## src/rtl/mux_sel_arbiter_if.sv

```systemverilog
// Request/grant bundle between the 4:1 mux select arbiter and its requesters.
// Handshake: req is a level held by each source for as long as it wants the mux; grant is the
// registered one-hot acknowledge, sig is the select index, and done marks a dwell that ran to completion.
interface mux_sel_arbiter_if;
  logic       en;
  logic [3:0] req;
  logic [1:0] sig;
  logic [3:0] grant;
  logic       busy;
  logic       done;

  modport master (output en, req, input sig, grant, busy, done);
  modport slave  (input en, req, output sig, grant, busy, done);
endinterface

```

## src/rtl/mux_sel_arbiter.sv

```systemverilog
// Round-robin select generator for a 4:1 mux: each grant dwells HOLD_CYCLES clocks,
// then priority rotates to the index after the one just served.
module mux_sel_arbiter #(
  parameter int HOLD_CYCLES = 4,
  parameter int CNT_W       = 8
) (
  input  logic               clk,
  input  logic               rst,
  mux_sel_arbiter_if.slave   bus,
  output logic               state_dbg
);

  typedef enum logic {IDLE = 1'b0, GRANT = 1'b1} state_t;

  localparam logic [CNT_W-1:0] CNT_LOAD = CNT_W'(HOLD_CYCLES - 1);

  state_t           state, state_next;
  logic [1:0]       sig_q, sig_n;
  logic [1:0]       ptr_q, ptr_n;
  logic [3:0]       grant_q, grant_n;
  logic             done_q, done_n;
  logic [CNT_W-1:0] cnt_q, cnt_n;
  logic             found;
  logic [1:0]       pick;
  logic [1:0]       cand;

  // Walk offsets from high to low so the smallest offset from ptr is the one left in pick.
  always_comb begin
    found = 1'b0;
    pick  = ptr_q;
    cand  = ptr_q;
    for (int i = 3; i >= 0; i--) begin
      cand = ptr_q + 2'(i);
      if (bus.req[cand]) begin
        found = 1'b1;
        pick  = cand;
      end
    end
  end

  always_ff @(posedge clk or posedge rst) begin
    if (rst) begin
      state   <= IDLE;
      sig_q   <= '0;
      ptr_q   <= '0;
      grant_q <= '0;
      done_q  <= 1'b0;
      cnt_q   <= '0;
    end else begin
      state   <= state_next;
      sig_q   <= sig_n;
      ptr_q   <= ptr_n;
      grant_q <= grant_n;
      done_q  <= done_n;
      cnt_q   <= cnt_n;
    end
  end

  always_comb begin
    state_next = state;
    sig_n      = sig_q;
    ptr_n      = ptr_q;
    grant_n    = grant_q;
    done_n     = 1'b0;
    cnt_n      = cnt_q;
    case (state)
      IDLE: begin
        if (bus.en && found) begin
          state_next = GRANT;
          sig_n      = pick;
          grant_n    = 4'b0001 << pick;
          cnt_n      = CNT_LOAD;
        end
      end
      GRANT: begin
        // Dwell expiry outranks a dropped request so a full dwell still reports done.
        if (cnt_q == '0 || !bus.req[sig_q]) begin
          state_next = IDLE;
          grant_n    = '0;
          ptr_n      = sig_q + 2'd1;
          done_n     = (cnt_q == '0);
        end else begin
          cnt_n = cnt_q - 1'b1;
        end
      end
      default: state_next = IDLE;
    endcase
  end

  always_comb begin
    bus.sig   = sig_q;
    bus.grant = grant_q;
    bus.busy  = (state == GRANT);
    bus.done  = done_q;
    state_dbg = (state == GRANT);
  end

endmodule

```

## src/flat_wrapper.sv

```systemverilog
// flat-port wrapper written by rule: the top's interface ports become plain ports
module mux_sel_arbiter_flat 
#(
  parameter int HOLD_CYCLES = 4,
  parameter int CNT_W       = 8
)
  (clk, rst, state_dbg, bus_en, bus_req, bus_sig, bus_grant, bus_busy, bus_done);
  mux_sel_arbiter_if bus_i ();
  input  logic clk;
  input  logic rst;
  output logic state_dbg;
  input wire logic [$bits(bus_i.en)-1:0] bus_en;
  input wire logic [$bits(bus_i.req)-1:0] bus_req;
  output wire logic [$bits(bus_i.sig)-1:0] bus_sig;
  output wire logic [$bits(bus_i.grant)-1:0] bus_grant;
  output wire logic [$bits(bus_i.busy)-1:0] bus_busy;
  output wire logic [$bits(bus_i.done)-1:0] bus_done;
  assign bus_i.en = bus_en;
  assign bus_i.req = bus_req;
  assign bus_sig = bus_i.sig;
  assign bus_grant = bus_i.grant;
  assign bus_busy = bus_i.busy;
  assign bus_done = bus_i.done;
  mux_sel_arbiter #(.HOLD_CYCLES(HOLD_CYCLES), .CNT_W(CNT_W)) u_core (.clk(clk), .rst(rst), .bus(bus_i), .state_dbg(state_dbg));
endmodule
```

## config.mk

```make
export PLATFORM = sky130hd
export DESIGN_NAME = mux_sel_arbiter_flat
export DESIGN_NICKNAME = d
export VERILOG_FILES = /design/src/rtl/mux_sel_arbiter_if.sv /design/src/rtl/mux_sel_arbiter.sv /design/src/flat_wrapper.sv
export SDC_FILE = /design/constraint.sdc
export NUM_CORES = 1
export LEC_CHECK = 0
export ABC_AREA = 1
export BUFFER_PORTS_ARGS = -buffer_cell sky130_fd_sc_hd__buf_2
export CORE_AREA = 3 3 68 70
export CTS_CLUSTER_DIAMETER = 120
export DETAILED_ROUTE_END_ITERATION = 12
export DIE_AREA = 0 0 71 73
export GPL_TIMING_DRIVEN = 0
export PLACE_DENSITY = 0.59
export SYNTH_ARGS = -nofsm -noshare
export SYNTH_HDL_FRONTEND = slang
export SYNTH_SLANG_ARGS = --single-unit
```

## constraint.sdc

```tcl
create_clock -name clk -period 1.5 [get_ports clk]
set_input_delay 0.3 -clock clk [delete_from_list [all_inputs] [get_ports clk]]
set_output_delay 0.3 -clock clk [all_outputs]
set_load 0.005 [all_outputs]
```

---- Word-level counts from Yosys, hierarchy flattened ----
Cells that the tools add are included.
operators by class
  $add $sub $neg .......................... 5
  order comparisons ....................... 5
  eq/ne operators ......................... 3
  shift operators ......................... 1
  muxes and demuxes ....................... 29
  bitwise logic cells ..................... 1
  reduce and logical (&&, ||, !) cells .... 8
operators by type and width
  operator                                                                 count
  8-bit two-way mux                                                        2
  8-bit case mux with 2 select lines                                       1
  2-bit by 3-bit < comparator with 1-bit output, second input constant     5
  1-bit two-way mux                                                        13
  1-bit binary-select mux with 2-bit select                                5
  8-bit zero test                                                          1
  2-bit two-way mux                                                        4
  4-bit two-way mux                                                        2
  4-bit case mux with 2 select lines                                       1
  2-bit AND reduction                                                      4
  8-bit by 1-bit subtractor with 8-bit output, second input constant       1
  2-bit by 1-bit adder with 2-bit output, second input constant            2
  2-bit adder, second input constant                                       2
  2-bit inequality test, second input constant                             2
  1-bit by 2-bit left shift with 4-bit output, first input constant        1
  2-bit by 1-bit inequality test with 1-bit output, second input constant  1
  1-bit case mux with 2 select lines                                       1
  1-bit logical AND                                                        1
  1-bit zero test                                                          1
  1-bit logical OR                                                         1
  1-bit inverter                                                           1
storage, ports and cells
  flip-flop bits (word level) ............. 18
  bits of input ports ..................... 7
  output and inout bits ................... 9
  logic and storage cells ................. 58

---- Logic depth before layout (Yosys ltp) ----
Gate-level depths: netlist of the first run.
  depth after elaboration ................. 10
  gate-level depth with buffers ........... 12
  depth with buffers taken out ............ 12

---- Worst setup path after synthesis of the first run ----
Ideal clock, no wire load.
  path kind ............................... register -> register
  start ................................... register u_core.ptr_q[0]
  end ..................................... register u_core.cnt_q[7]
  setup time .............................. 118 ps
  arrival ................................. 1,279 ps
  data required time ...................... 1,382 ps
  slack ................................... 103 ps
  cell stages (with the launch flop) ...... 12
  buffers on the path ..................... 1
  period minus slack after synthesis ...... 1,397 ps
  path through ............................ dfrtp_1 > buf_6 > nand2_1 > nand2_2 > nand2_4 > nand2_4 > nor2_4 > nand2_2 > nand3_4 > nand2_4 > nand3_1 > nand2_1
on the way
  cells in the longest elaborated chain, start to end .. 10
  elaborated cells between the ends (all ways) .. 18
  classes of those cells .................. add/sub (3); eq/ne (1); mux (12); reduce/logical (2)
RTL lines
  what                                                                   RTL line               RTL
  from (decl)                                                            mux_sel_arbiter.sv:19  logic [1:0] ptr_q, ptr_n;
  from (signal assigned)                                                 mux_sel_arbiter.sv:52  ptr_q <= ptr_n;
  2-bit adder                                                            mux_sel_arbiter.sv:33  cand = ptr_q + 2'(i);
  1-bit binary-select mux with 2-bit select                              mux_sel_arbiter.sv:34  if (bus.req[cand]) begin
  1-bit two-way mux (implied by the code)                                mux_sel_arbiter.sv:34
  1-bit two-way mux (3 in a row)                                         mux_sel_arbiter.sv:34
  1-bit two-way mux (*)                                                  mux_sel_arbiter.sv:34
  1-bit logical AND (*)                                                  mux_sel_arbiter.sv:68  if (bus.en && found) begin
  2-bit by 1-bit inequality test with 1-bit output (no source line) (*)  n/a
  2-bit AND reduction (no source line) (*)                               n/a
  to (signal assigned)                                                   mux_sel_arbiter.sv:55  cnt_q <= cnt_n;
  to (decl)                                                              mux_sel_arbiter.sv:22  logic [CNT_W-1:0] cnt_q, cnt_n;
Mark *: on every way between the ends. The rest lies on a longest branch, timed or not. The select of a mux whose other input is x is not followed.
A chain may end at the register's enable or synchronous reset.

---- Worst setup path after layout of the first run ----
  start ................................... register u_core.ptr_q[0]
  end ..................................... register u_core.state, in the netlist u_core.bus.busy
on the way
  cells in the longest elaborated chain, start to end .. 10
  elaborated cells between the ends (all ways) .. 18
  classes of those cells .................. add/sub (3); mux (14); reduce/logical (1)
RTL lines
  what                                       RTL line               RTL
  2-bit adder                                mux_sel_arbiter.sv:33
  1-bit binary-select mux with 2-bit select  mux_sel_arbiter.sv:34
  1-bit two-way mux (implied by the code)    mux_sel_arbiter.sv:34
  1-bit two-way mux (3 in a row)             mux_sel_arbiter.sv:34
  1-bit two-way mux (*)                      mux_sel_arbiter.sv:34
  1-bit logical AND (*)                      mux_sel_arbiter.sv:68
  1-bit two-way mux (*)                      mux_sel_arbiter.sv:68
  1-bit case mux with 2 select lines (*)     mux_sel_arbiter.sv:66  case (state)
  net u_core.state_next                      mux_sel_arbiter.sv:17  state_t state, state_next;
  to (signal assigned)                       mux_sel_arbiter.sv:50  state <= state_next;
  to (decl)                                  mux_sel_arbiter.sv:17
Mark *: on every way through the listed nets, which the timed path passes. The rest lies on a longest branch. The select of a mux whose other input is x is not followed.

==> out/results.tsv, run 1 <==
metric	value	unit
dpl ws	-0.0370	ns
Clock Pin Slew Worst Setup and Hold Paths	0.08	ns
Post-synth EDFFs	0	
max_cap viols	0	
Tightest Hold Check Type	input port to asynchronous set/reset pin	
crit path time final	1.55	ns
Worst Setup End Kind	register	
Routed WL per cell	11.0	um
synth-to-layout area growth	30.6	%
top_reg_cell synth	dfrtp_1	
Slew HR	52.1	%
Initial Utilization	30.4	%
cell count after placement	233	
via count	1093	
gpl congestion	0.738	
clock skew	0.00529	ns
Final HPWL DP	1.97	mm
asr flop ratio synth	100	%
portion of total power attributed to combinational logic	65.7	%
Yosys top cell area share	36.8	%
clk root buf	clkbuf_8	
cts hold-fix bufs	0	
RSZ-0062 raised after global routing	yes	
launch point of the worst reg-to-reg path	u_core.ptr_q[0]	
io pins	16	
Critical path buffers and inverters	2	
Rows	23	
Die H	73	um
fmax	647	MHz
H-tree depth	1	
Cells after Synth	168	
Distinct cells, synth	25	
CP max-delay cell	dfrtp_1	
first-pass GRT wire length	4.66	mm
crit path cell chain	buf_6 -> nand2_4 -> nand2_4 -> nand2_4 -> nand2_4 -> nor2_4 -> nand2_2 -> nand3_4 -> nand2_8 -> buf_4	
antenna-violating nets left	0	
grt ovf	0	
Leak	0.849	nW
Clock Tree Buf Depth	2	
full die area	5180	um2
Ys Warns	0	
TritonCTS clock tree	yes	
Cell Area, Synth	1220	um2
internal power	1.89	mW
PortBufs	15	
Fillers	423	
Setup crit start	u_core.ptr_q[0]	
Register Area	452	um2
TNS Setup	-0.192	ns
Syn Area/Cell	7.28	um2
GRT Overall Usage	11.3	%
Critical Path RT	1.65	ns
sequential power share	23.4	%
Tcrit/Tclk final	103	%
peak supply drop	984	uV
crit path DAT	1.70	ns
leading post-synthesis cells by cell area	dfrtp_1, nand2_1, nand2_2	
startpoint types	register	
core box area	4030	um2
Crit Path Max Fanout	8	
multi-input logic area	778	um2
Synth area leader	dfrtp_1	
Sink Count	18	
antenna violations before repair	0	
share of cells above drive strength 1	38.5	%
Post-route DRC	0	
Die Width	71	um
crit-path most repeated cell	nand2_4	
clk_lat worst skew	0.26	ns
Pre-antenna DRT Iters	4	
setup slack, reg-to-reg	-0.05	ns
sw frac	49.4	%
Antenna Cells	0	
Syn Nets	177	
Tightest Pin Transition	0.718	ns
Hold Slack	0.146	ns
Max Transition Viols Final	0	
CP max stage delay	0.43	ns
vias in the first global route	1051	
family with the most delay on the worst path	simple AND/OR/NAND/NOR gates	
pwr dens	2340	nW/um2
Seq/Total Area, Yosys	36.8	%
largest net degree at the start of global routing	19	
P_sw	1.85	mW
Setup violations, final	6	
status	finished, violations left	
DR vias/cell	4.46	
kind of critical path	register to register	
share of total power in the clock network	10.9	%
final hold violation count	0	
Power Total	3.75	mW
most common cell after layout, fill and taps aside	nand2_1	
register bit total from synthesis	18	
Final WS setup	-0.0454	ns
fin util	39.7	%
# nets final	205	
Initial DRC Count	57	
most frequent cells in the layout	nand2_1, inv_1, dfrtp_1	
DP Area	1360	um2
violated checks	negative setup slack	
TritonCTS buffer count	3	
Finished Layout Cells	245	
Total Routed Length	2.69	mm
design area	1600	um2
## state kept, by name (all words and copies together) (netlist names)
name              flops
u_core.bus.busy       1
u_core.bus.done       1
u_core.bus.grant      4
u_core.bus.sig        2
u_core.cnt_q          8
u_core.ptr_q          2
## final cells by class
cell class | instances | area share, %
multi-input cells | 124 | 48.7
inverters | 24 | 5.95
repair buffers | 23 | 8.54
plain buffers | 2 | 1.17
clock buffers | 4 | 3.45
flip-flops and latches | 18 | 28.3
well taps | 50 | 3.92
## cell usage after synthesis (2+ instances only)
cell     number
nand2_1      53
o21ai_1       6
inv_2         5
xor2_1        3
inv_1        19
a21oi_2       2
nand2_4       4
dfrtp_1      18
nor2_1       11
nand2_2      12
ha_1          2
o21ai_0       5
nor2_2        2
nand4_1       2
nand3_1      14
## cells by family after synthesis
family	share of synthesized area (%)
flops	36.8
fa+ha+maj	2.04
buf+inv	8.90
simple gates	41.2
xor+xnor	2.86
compound gates	8.18
## what timing repair did
action | in CTS | in global routing
gates resized for setup | 3 | 30
setup buffers | 3 | 4
pin swaps | 0 | 15
setup endpoints to repair | 11 | 17
cloned | 0 | 1
## worst paths after layout
| kind | endpoint | depth (start not counted) |
|---|---|---|
| min in group clk | u_core.cnt_q[4] | 4 |
| setup reg to reg | u_core.bus.busy | 10 |
| hold reg to reg | u_core.bus.grant[2] | 2 |
| max in group asynchronous | u_core.ptr_q[1] | 2 |
| hold / removal | u_core.bus.done | 2 |
| setup / recovery | u_core.bus.busy | 10 |
## per-layer routing
layer	track usage [%]	share of wire [%]
met5	0	0
met4	1.88	0.33
met3	3.44	3.0
met2	18.4	48
met1	15.1	49
## power by group through the flow
| stage | Combinational [mW] | Sequential [mW] | Clock, mW |
|---|---|---|---|
| floorplan | 1.57 | 0.840 | 0 |
| global route | 2.78 | 0.910 | 0.442 |
| CTS | 2.04 | 0.861 | 0.420 |
| finish | 2.46 | 0.876 | 0.410 |
| detailed placement | 1.95 | 0.866 | 0 |
| global placement | 1.92 | 0.866 | 0 |
No activity file was read; power rests on OpenSTA's default activity.
==> run 2, diff against run 1 <==
--- a/config.mk
+++ b/config.mk
@@ -6,13 +6,14 @@
 export NUM_CORES = 1
 export LEC_CHECK = 0
 export ABC_AREA = 1
+export ABC_CLOCK_PERIOD_IN_PS = 1500
 export BUFFER_PORTS_ARGS = -buffer_cell sky130_fd_sc_hd__buf_2
-export CORE_AREA = 3 3 68 70
+export CORE_AREA = 3 3 57 59
 export CTS_CLUSTER_DIAMETER = 120
 export DETAILED_ROUTE_END_ITERATION = 12
-export DIE_AREA = 0 0 71 73
+export DIE_AREA = 0 0 60 62
 export GPL_TIMING_DRIVEN = 0
-export PLACE_DENSITY = 0.59
+export PLACE_DENSITY = 0.75
 export SYNTH_ARGS = -nofsm -noshare
 export SYNTH_HDL_FRONTEND = slang
 export SYNTH_SLANG_ARGS = --single-unit
==> run 2 against run 1 <==
The flow still finishes with violations (negative setup slack). Register-to-register slack hardly changed. Non-clock buffer count up 2. Critical path depth unchanged. Combinational power rose by 6%. Total power rose by 0.28%. Worst hold slack lost 0.040 ns. Global-route usage is 3.3 points higher. Via count grew 0.18%.
==> out/results.tsv, run 2 (synthesized netlist as in run 1, its figures left out) <==
metric	value	unit	change
Initial DRC Count	35		was 57
Final WS setup	-0.0439	ns	was -0.0454 ns
startpoint types	register		unchanged
DP Area	1340	um2	was 1360 um2
TritonCTS clock tree	yes		unchanged
vias in the first global route	980		was 1051
Sink Count	18		unchanged
clk root buf	clkbuf_4		was clkbuf_8
pwr dens	2360	nW/um2	was 2340 nW/um2
grt ovf	0		unchanged
gpl congestion	0.840		was 0.738
Antenna Cells	0		unchanged
DR vias/cell	4.80		was 4.46
TritonCTS buffer count	3		unchanged
Crit Path Max Fanout	8		unchanged
CP max stage delay	0.43	ns	about the same
crit path time final	1.54	ns	was 1.55 ns
kind of critical path	register to register		unchanged
R2R cell count	10		unchanged
Die Width	60	um	was 71 um
largest net degree at the start of global routing	19		unchanged
Tightest Pin Transition	0.692	ns	was 0.718 ns
design area	1590	um2	was 1600 um2
final hold violation count	0		unchanged
via count	1095		was 1093
crit path cell chain	buf_6 -> buf_6 -> o21ai_4 -> nor2_4 -> nand2_2 -> nand3_4 -> nand2_4 -> inv_2 -> nand2_1 -> nand2_1		was buf_6 -> nand2_4 -> nand2_4 -> nand2_4 -> nand2_4 -> nor2_4 -> nand2_2 -> nand3_4 -> nand2_8 -> buf_4
Crit path depth	10		unchanged
Critical path buffers and inverters	3		was 2
synth-to-layout area growth	30.2	%	was 30.6%
io pins	16		unchanged
Leak	0.854	nW	was 0.849 nW
Post-route DRC	0		unchanged
most common cell after layout, fill and taps aside	nand2_1		unchanged
Total Routed Length	2.52	mm	was 2.69 mm
violated checks	negative setup slack		unchanged
Worst Setup End Kind	register		unchanged
crit path DAT	1.73	ns	was 1.70 ns
full die area	3720	um2	was 5180 um2
max_cap viols	0		unchanged
Tcrit/Tclk final	103	%	about the same
Tightest Hold Check Type	input port to asynchronous set/reset pin		unchanged
Clock Pin Slew Worst Setup and Hold Paths	0.10	ns	was 0.08 ns
dpl ws	-0.0240	ns	was -0.0370 ns
Clock Tree Buf Depth	2		unchanged
Power Total	3.76	mW	was 3.75 mW
Biggest register	u_core.cnt_q		unchanged
H-tree depth	1		unchanged
GRT Overall Usage	14.7	%	was 11.3%
Routed WL per cell	11.1	um	was 11.0 um
Die H	62	um	was 73 um
TNS Setup	-0.193	ns	was -0.192 ns
peak supply drop	1360	uV	was 984 uV
Setup violations, final	8		was 6
RSZ-0062 raised after global routing	yes		unchanged
# nets final	207		was 205
Fillers	269		was 423
Max Transition Viols Final	0		unchanged
CP max-delay cell	dfrtp_1		unchanged
Initial Utilization	44.4	%	was 30.4%
multi-input logic area	792	um2	was 778 um2
Slew HR	53.8	%	was 52.1%
Register Area	453	um2	was 452 um2
Final HPWL DP	1.81	mm	was 1.97 mm
share of cells above drive strength 1	41.6	%	was 38.5%
status	finished, violations left		unchanged
clock skew	0.00369	ns	was 0.00529 ns
antenna violations before repair	0		unchanged
number of flip-flops under the largest register name	8		unchanged
first-pass GRT wire length	4.20	mm	was 4.66 mm
antenna-violating nets left	0		unchanged
Pre-antenna DRT Iters	4		unchanged
PortBufs	15		unchanged
fmax	648	MHz	was 647 MHz
clk_lat worst skew	0.28	ns	was 0.26 ns
Critical Path RT	1.68	ns	was 1.65 ns
Rows	19		was 23
core box area	2760	um2	was 4030 um2
family with the most delay on the worst path	simple AND/OR/NAND/NOR gates		unchanged
most frequent cells in the layout	nand2_1, inv_1, dfrtp_1		unchanged
run 2: stage by stage:
| stage | hold slack [ns] | utilization [%] | cells |
|---|---|---|---|
| floorplan | 0.239 | - | 168 |
| global placement | 0.440 | 48.5 | 214 |
| detailed placement | 0.440 | 48.5 | 214 |
| CTS | 0.124 | 54.9 | 225 |
| global route | 0.151 | 57.8 | 228 |
| finish | 0.106 | 57.8 | 228 |
run 2: report_power, final:
group          leakage [nW]  internal (mW)  switching [mW]
combinational         0.602           1.06            1.54
sequential            0.231          0.684           0.191
clock                0.0210          0.148           0.139
total                 0.854           1.89            1.87
run 2: area by class of cell:
type / count / area share [%]
plain buffers: 2 / 1.18
clock buffers: 4 / 2.28
inverters: 24 / 5.81
multi-input cells: 124 / 49.7
flip-flops and latches: 18 / 28.4
well taps: 31 / 2.44
repair buffers: 25 / 10.1
run 2: worst paths after layout:
| check | slack, ns | start | to |
|---|---|---|---|
| max in group asynchronous | 0.91 | rst | u_core.bus.sig[0] |
| min in group clk | 0.39 | bus_en | u_core.bus.busy |
| max reg2reg | -0.04 | u_core.ptr_q[0] | u_core.cnt_q[7] |
| min reg2reg | 0.48 | u_core.bus.grant[3] | u_core.bus.grant[3] |
| min | 0.11 | rst | u_core.cnt_q[5] |
| max | -0.04 | u_core.ptr_q[0] | u_core.cnt_q[7] |
run 2: timing repair:
item | CTS | global route
setup endpoints to repair | 10 | 17
pin swaps | 17 | 12
resized for setup | 25 | 19
hold buffers | 0 | 0
endpoints found under the hold margin | 0 | 0
setup buffers | 7 | 3
run 2: metal layers:
metal	vias up	part of all wire (%)	routed length (um)	GRT usage [%]
li1	582	-	-	-
met1	495	46	1170	19.4
met2	16	50	1260	25.8
met3	2	3.2	80	2.69
met4	0	0.40	10	1.90
met5	-	0	0	0
run 2: worst register-to-register path: cells and delay by family (launching register included):
family,cells,cell delay [ns]
buffers and inverters,3,0.34
AND/OR/NAND/NOR,6,0.48
flip-flops,1,0.43
AO/OA/AOI/OAI,1,0.19
